<file path="src/rtl/mips_pkg.sv">
// mips_pkg -- shared types for the instruction fetch path.
//   word_t        : 32-bit machine word
//   fetch_state_e : fetch controller states
//   RESET_PC_DEFAULT, word_align() helper
package mips_pkg;

    typedef logic [31:0] word_t;

    typedef enum logic [1:0] {
        ST_IDLE  = 2'd0,
        ST_FETCH = 2'd1,
        ST_HOLD  = 2'd2,
        ST_DRAIN = 2'd3
    } fetch_state_e;

    localparam word_t RESET_PC_DEFAULT = 32'h0040_0000;

    function automatic word_t word_align(input word_t a);
        return {a[31:2], 2'b00};
    endfunction

endpackage

</file>
<file path="src/rtl/fetch_ctrl_if.sv">
// fetch_ctrl_if -- instruction memory request/response bundle.
//   imem_req   : request valid (master -> slave)
//   imem_addr  : word-aligned fetch address (master -> slave)
//   imem_ack   : response valid (slave -> master)
//   imem_rdata : instruction word, valid with imem_ack (slave -> master)
interface fetch_ctrl_if;
    import mips_pkg::*;

    logic  imem_req;
    word_t imem_addr;
    logic  imem_ack;
    word_t imem_rdata;

    modport master (output imem_req, imem_addr, input imem_ack, imem_rdata);
    modport slave  (input imem_req, imem_addr, output imem_ack, imem_rdata);

endinterface

</file>
<file path="src/rtl/fetch_perf_cnt.sv">
// fetch_perf_cnt -- saturating 32-bit event counter for fetch stalls.
// Only compiled when FETCH_CTRL_PERF_EN is defined.
//   clk, rst_n : clock, async active-low reset
//   inc_i      : count this cycle
//   cnt_o      : current count, sticks at 32'hFFFF_FFFF
`ifdef FETCH_CTRL_PERF_EN
module fetch_perf_cnt
    import mips_pkg::*;
(
    input  logic  clk,
    input  logic  rst_n,
    input  logic  inc_i,
    output word_t cnt_o
);

    word_t cnt_q, cnt_d;

    always_comb begin
        cnt_d = cnt_q;
        if (inc_i && (cnt_q != 32'hFFFF_FFFF)) cnt_d = cnt_q + 32'd1;
    end

    always_ff @(posedge clk or negedge rst_n) begin
        if (!rst_n) cnt_q <= '0;
        else        cnt_q <= cnt_d;
    end

    assign cnt_o = cnt_q;

endmodule
`endif

</file>
<file path="src/rtl/fetch_ctrl.sv">
// fetch_ctrl -- instruction fetch controller between PC, imem and decode.
//   clk, rst_n       : clock, async active-low reset
//   stall_f          : hold the fetch/decode boundary
//   redirect_valid/pc: taken branch/jump target from decode (pulse)
//   imem             : fetch_ctrl_if.master (req/addr out, ack/rdata in)
//   pc_en, pc_next   : combinational PC-advance strobe and next PC
//   instr_valid_d, instr_d, pc_plus4_d : registered decode-stage outputs
//   stall_cnt        : stalled-cycle count, present only with FETCH_CTRL_PERF_EN
//
// state | meaning
// IDLE  | one cycle after reset release, no request
// FETCH | request at fetch PC outstanding
// HOLD  | word buffered while decode stalled, no request
// DRAIN | redirected with old request unanswered; wait, discard its word
module fetch_ctrl
    import mips_pkg::*;
#(
    parameter word_t RESET_PC = RESET_PC_DEFAULT
)
(
    input  logic  clk,
    input  logic  rst_n,
    input  logic  stall_f,
    input  logic  redirect_valid,
    input  word_t redirect_pc,
    fetch_ctrl_if.master imem,
    output logic  pc_en,
    output word_t pc_next,
    output logic  instr_valid_d,
    output word_t instr_d,
    output word_t pc_plus4_d
`ifdef FETCH_CTRL_PERF_EN
    ,
    output word_t stall_cnt
`endif
);

    fetch_state_e state_q, state_d;
    word_t pc_q, addr_q, buf_q;
    logic  req_q;
    word_t pc_inc, redir_tgt, pc_after;
    logic  ack;

    assign ack       = imem.imem_ack;
    assign pc_inc    = pc_q + 32'd4;
    assign redir_tgt = word_align(redirect_pc);
    assign pc_after  = pc_en ? pc_next : pc_q;

    assign imem.imem_req  = req_q;
    assign imem.imem_addr = addr_q;

    // Redirects are ignored in IDLE so pc_en stays low through reset.
    always_comb begin
        state_d = state_q;
        pc_en   = 1'b0;
        pc_next = pc_inc;
        case (state_q)
            ST_IDLE: state_d = ST_FETCH;
            ST_FETCH: begin
                if (redirect_valid) begin
                    pc_en   = 1'b1;
                    pc_next = redir_tgt;
                    state_d = ack ? ST_FETCH : ST_DRAIN;
                end else if (ack) begin
                    if (stall_f) state_d = ST_HOLD;
                    else         pc_en   = 1'b1;
                end
            end
            ST_HOLD: begin
                if (redirect_valid) begin
                    pc_en   = 1'b1;
                    pc_next = redir_tgt;
                    state_d = ST_FETCH;
                end else if (!stall_f) begin
                    pc_en   = 1'b1;
                    state_d = ST_FETCH;
                end
            end
            ST_DRAIN: begin
                if (redirect_valid) begin
                    pc_en   = 1'b1;
                    pc_next = redir_tgt;
                end
                // The old word lands now; the (possibly new) PC is fetched next.
                if (ack) state_d = ST_FETCH;
            end
            default: state_d = ST_IDLE;
        endcase
    end

    always_ff @(posedge clk or negedge rst_n) begin
        if (!rst_n) begin
            state_q       <= ST_IDLE;
            pc_q          <= RESET_PC;
            addr_q        <= RESET_PC;
            req_q         <= 1'b0;
            buf_q         <= '0;
            instr_valid_d <= 1'b0;
            instr_d       <= '0;
            pc_plus4_d    <= '0;
        end else begin
            state_q <= state_d;
            pc_q    <= pc_after;
            req_q   <= (state_d == ST_FETCH) || (state_d == ST_DRAIN);
            // In DRAIN the address stays on the abandoned request.
            if (state_d == ST_FETCH) addr_q <= pc_after;
            if ((state_q == ST_FETCH) && ack && stall_f && !redirect_valid)
                buf_q <= imem.imem_rdata;
            if (state_q != ST_IDLE) begin
                if (redirect_valid) begin
                    instr_valid_d <= 1'b0;
                end else if (!stall_f) begin
                    case (state_q)
                        ST_FETCH: begin
                            instr_valid_d <= ack;
                            if (ack) begin
                                instr_d    <= imem.imem_rdata;
                                pc_plus4_d <= pc_inc;
                            end
                        end
                        ST_HOLD: begin
                            instr_valid_d <= 1'b1;
                            instr_d       <= buf_q;
                            pc_plus4_d    <= pc_inc;
                        end
                        default: instr_valid_d <= 1'b0;
                    endcase
                end
            end
        end
    end

`ifdef FETCH_CTRL_PERF_EN
    fetch_perf_cnt u_perf_cnt (
        .clk   (clk),
        .rst_n (rst_n),
        .inc_i (stall_f && (state_q != ST_IDLE)),
        .cnt_o (stall_cnt)
    );
`endif

endmodule

</file>
<file path="src/flat_wrapper.sv">
// flat-port wrapper written by rule: the top's interface ports become plain ports
module fetch_ctrl_flat import mips_pkg::*;
#(
    parameter word_t RESET_PC = RESET_PC_DEFAULT
)
  (clk, rst_n, stall_f, redirect_valid, redirect_pc, pc_en, pc_next, instr_valid_d, instr_d, pc_plus4_d, imem_imem_req, imem_imem_addr, imem_imem_ack, imem_imem_rdata);
  fetch_ctrl_if imem_i ();
  input  logic clk;
  input  logic rst_n;
  input  logic stall_f;
  input  logic redirect_valid;
  input  word_t redirect_pc;
  output logic pc_en;
  output word_t pc_next;
  output logic instr_valid_d;
  output word_t instr_d;
  output word_t pc_plus4_d;
  output wire logic [$bits(imem_i.imem_req)-1:0] imem_imem_req;
  output wire logic [$bits(imem_i.imem_addr)-1:0] imem_imem_addr;
  input wire logic [$bits(imem_i.imem_ack)-1:0] imem_imem_ack;
  input wire logic [$bits(imem_i.imem_rdata)-1:0] imem_imem_rdata;
  assign imem_imem_req = imem_i.imem_req;
  assign imem_imem_addr = imem_i.imem_addr;
  assign imem_i.imem_ack = imem_imem_ack;
  assign imem_i.imem_rdata = imem_imem_rdata;
  fetch_ctrl #(.RESET_PC(RESET_PC)) u_core (.clk(clk), .rst_n(rst_n), .stall_f(stall_f), .redirect_valid(redirect_valid), .redirect_pc(redirect_pc), .imem(imem_i), .pc_en(pc_en), .pc_next(pc_next), .instr_valid_d(instr_valid_d), .instr_d(instr_d), .pc_plus4_d(pc_plus4_d));
endmodule
</file>
<file path="config.mk">
export PLATFORM = sky130hd
export DESIGN_NAME = fetch_ctrl_flat
export DESIGN_NICKNAME = d
export VERILOG_FILES = /design/src/rtl/mips_pkg.sv /design/src/rtl/fetch_ctrl_if.sv /design/src/rtl/fetch_perf_cnt.sv /design/src/rtl/fetch_ctrl.sv /design/src/flat_wrapper.sv
export SDC_FILE = /design/constraint.sdc
export NUM_CORES = 1
export LEC_CHECK = 0
export ABC_AREA = 1
export CAP_MARGIN = 20
export CORE_MARGIN = 3
export CORE_UTILIZATION = 50
export CTS_CLUSTER_DIAMETER = 80
export DETAILED_ROUTE_END_ITERATION = 8
export PLACE_DENSITY = 0.81
export SETUP_SLACK_MARGIN = 0.05
export SKIP_LAST_GASP = 1
export SLEW_MARGIN = 0
export SYNTH_ARGS = -nofsm -noshare
export SYNTH_HDL_FRONTEND = slang
export SYNTH_SLANG_ARGS = --single-unit
</file>
<file path="constraint.sdc">
create_clock -name clk -period 2.3 [get_ports clk]
set_clock_uncertainty 0.1 [all_clocks]
set_input_delay 0.23 -clock clk [delete_from_list [all_inputs] [get_ports clk]]
set_output_delay 0.23 -clock clk [all_outputs]
set_load 0.02 [all_outputs]
</file>
==> flow_metrics.env <==
export IMPL_drt_pass1_iterations=7
export IMPL_drc=0
export IMPL_finalNonFillerCells=1511
export IMPL_cts_sinks=163
export IMPL_crit_path_cell_trace="ha_2 -> nand2_2 -> nor2_4 -> nand2_4 -> nor2_4 -> buf_4 -> nand3b_1 -> nand3_1 -> and2_1 -> buf_4"
export IMPL_worstSkewPairLatency_ps=440
export IMPL_layout_nets=1362
export IMPL_setup_viol=23
export IMPL_netlist_area_mm2=0.007861
export IMPL_cts_made_buffers=17
export IMPL_drv_slew=0
export IMPL_drtIter0Drc=1005
export IMPL_rows=45
export IMPL_peakVddDrop_v=0.001052
export IMPL_yosysSeqAreaShare_pct=51.92
export IMPL_synth_top_family_by_area="simple AND/OR/NAND/NOR gates"
export IMPL_drive_above_1_share_pct=31.38
export IMPL_cp_required_ps=1970
export IMPL_comb_power_share_pct=57.8
export IMPL_cp_start_kind="register"
export IMPL_die_width_um=131.4
export IMPL_wl_um=27900
export IMPL_ys_warn_count=0
export IMPL_fin_util_pct=81.45
export IMPL_rsz0062_at_grt="yes"
export IMPL_finalHoldViolCount=0
export IMPL_antenna_found_initial=0
export IMPL_synth_distinct_cells=33
export IMPL_p_per_area_mw_per_mm2=1572
export IMPL_intPower_mw=11.14
export IMPL_port_buffers=197
export IMPL_synth_compound_area_share_pct=6.128
export IMPL_synth_area_leaders="dfrtp_1 51%, nand2_1 17%, mux2_2 4.6%"
export IMPL_crit_type="reg -> out"
export IMPL_status="complete, but fails checks"
export IMPL_drv_cap=0
export IMPL_antenna_cells=0
export IMPL_grt_ovfl_total=0
export IMPL_synth_top_area_cell="dfrtp_1"
export IMPL_tightestPinTransition_ps=584.3
export IMPL_grt_start_max_net_pins=65
export IMPL_dieArea_mm2=0.01726
export IMPL_gp_congestion=0.8865
export IMPL_core_area_mm2=0.01531
export IMPL_crit_path_max_fanout=4
export IMPL_root_buffer="clkbuf_16"
export IMPL_cpMaxStageDelayCell="dfrtp_1"
export IMPL_syn_avg_cell_area_um2=8.345
export IMPL_ant_nets=0
export IMPL_syn_nets=1017
export IMPL_dp_cells=1414
export IMPL_synthXorXnorAreaFrac_pct=1.448
export IMPL_max_freq_mhz=390.3
export IMPL_via_per_inst=5.496
export IMPL_worst_slack_ps=-262.0
export IMPL_leakagePower_nw=5.890
export IMPL_postSynthCellCount=942
export IMPL_ys_ff_latch=163
export IMPL_avgRoutedWirePerCell_um=18.46
export IMPL_hpwl_um=16640
export IMPL_syn2layout_area_growth_pct=58.68
export IMPL_violations="setup timing"
export IMPL_synthAdderAreaFrac_pct=0.9550
export IMPL_sw_frac_of_total_pct=43.18
export IMPL_grt_pass1_vias=8128
export IMPL_synthSimpleGateAreaFrac_pct=30.43
export IMPL_cts_buffer_depth=2
export IMPL_slew_headroom_pct=61.04
export IMPL_cts_max_level=4
export IMPL_reg2reg_depth=11
export IMPL_cts_tree="built"
export IMPL_period_minus_slack_ps=2562
export IMPL_slowest_delay_ps=360
export IMPL_crit_arrival_ps=2230
export IMPL_ios=200
export IMPL_timing_final_crit_share_pct=111.4
export IMPL_clk_pin_slew_ps=70
export IMPL_grt_pass1_wl_um=41800
export IMPL_initial_core_util_pct=51.33
export IMPL_power_frac_seq_pct=27.1
export IMPL_synth_top_cell_area_share_pct=51.25
export IMPL_p_sw_mw=8.468
export IMPL_muxShareOfSynthArea_pct=4.584
export IMPL_vias=8304
export IMPL_grt_usage_pct=30.00
export IMPL_clkPwrFrac_pct=15.2
export IMPL_end_kind="primary output"
export IMPL_worst_hold_path_type="in -> async"
export IMPL_die_h_um=131.4
cell usage in the layout, fill, tap and decap left out, types with 13 or more instances in the layout:
cell             Yosys  layout
dfrtp_1            161     157
o21ai_0             17      13
buf_6                0      30
nand2_2              3      39
clkdlybuf4s50_1      0     163
clkbuf_16            0      17
inv_1               37      32
nand3_1             64      53
nor2_1              88      72
and2_1              21      17
nand2_1            363     319
nor2_4               4      15
a31oi_1             45      43
mux2_2              32      32
or2_2               15      13
buf_4                6     152
path summary, 6_finish.rpt:
check	start	end	slack, ps
min in group clk	imem_imem_rdata[26]	u_core.instr_d[26]	290
setup / recovery	u_core.pc_q[2]	pc_next[18]	-260
setup reg to reg	u_core.state_q[0]	u_core.imem.imem_addr[25]	40
hold / removal	rst_n	u_core.imem.imem_addr[15]	230
hold reg to reg	u_core.imem.imem_addr[22]	u_core.imem.imem_addr[22]	380
max in group asynchronous	rst_n	u_core.buf_q[8]	1180
critical path: cells and delay by family (launching register included):
kind	cells	cell delay, ps
adders and majority gates	1	190
DFF	1	360
and+or+nand+nor	7	940
buffers and inverters	2	300
power groups by stage:
stage               sequential (mW)  clock, mW  combinational, mW
floorplan                      6.10          0               4.08
global placement               5.16          0               9.35
detailed placement             5.21          0               9.54
CTS                            5.21       2.97               10.4
global route                   5.43       3.12               12.0
finish                         5.31       2.98               11.3
area by class of cell:
class / count / area [um2]
clock buffer: 17 / 425.4
clock inverter: 15 / 190.2
fill: 912 / 2840
inverter: 42 / 165.2
multi-input combinational: 697 / 3940
sequential: 163 / 4086
tap: 211 / 264.0
timing repair buffer: 366 / 3403
cell usage after synthesis, drive strengths merged:
| master | n |
|---|---|
| o21ai | 19 |
| nor2 | 97 |
| and2 | 21 |
| nand2 | 366 |
| nor3 | 3 |
| a21oi | 3 |
| clkbuf | 13 |
| buf | 27 |
| a21o | 1 |
| nand4 | 2 |
| inv | 42 |
| dfrtp | 161 |
| a21boi | 3 |
| o22ai | 1 |
| dfstp | 2 |
| nand3 | 64 |
| xnor2 | 2 |
| mux2 | 32 |
| or2 | 15 |
| ha | 6 |
| xor2 | 11 |
| a31oi | 49 |
| nand3b | 2 |
routing by layer:
metal  wire length, um  GRT usage [%]  part of all wire [%]  vias up
met5                 0              0                     0        -
met4              1292          13.42                   4.6        0
met3              2143          6.011                   7.7      123
met2             13400          49.68                    48      468
met1             11070          38.38                    40     3988
li1                  -              -                     -     3725
flip-flops by register name, indices dropped and copies added, names as in the netlist:
register,cells
u_core.instr_d,32
u_core.instr_valid_d,1
u_core.pc_plus4_d,32
u_core.buf_q,32
u_core.pc_q,32
u_core.state_q,2
u_core.imem.imem_addr,32
timing repair:
| item | 4_1_cts | 5_1_grt |
|---|---|---|
| gates cloned | 2 | 0 |
| buffers inserted | 49 | 26 |
| endpoints found under the hold margin | 53 | 0 |
| gates resized for setup | 212 | 113 |
| endpoints found under the setup margin | 33 | 60 |
| pin swaps | 32 | 44 |
| hold buffers | 1 | 0 |
kinds of logic (layout without fill, tap and decap cells):
logic type / Yosys count / count (layout)
muxes: 32 / 32
DFF: 163 / 163
buffers and inverters: 82 / 440
xor gates and xnor gates: 13 / 13
AOI/OAI and AO/OA: 76 / 76
adders and majority gates: 6 / 6
and+or+nand+nor: 570 / 570
through the flow:
step	area (um2)	setup TNS (ps)	power, mW	worst slack [ps]	hold WS, ps
after floorplan	7861	0	10.17	209.8	-165.6
after detailed placement	10780	-2211	14.75	-171.9	139.5
final	12470	-2673	19.61	-262.0	232.8
after global placement	10780	-1729	14.51	-119.9	135.8
after CTS	11990	-1302	18.54	-149.7	256.3
after global routing	12470	-4785	20.57	-327.0	299.0
(Power assumes the default switching activity.)
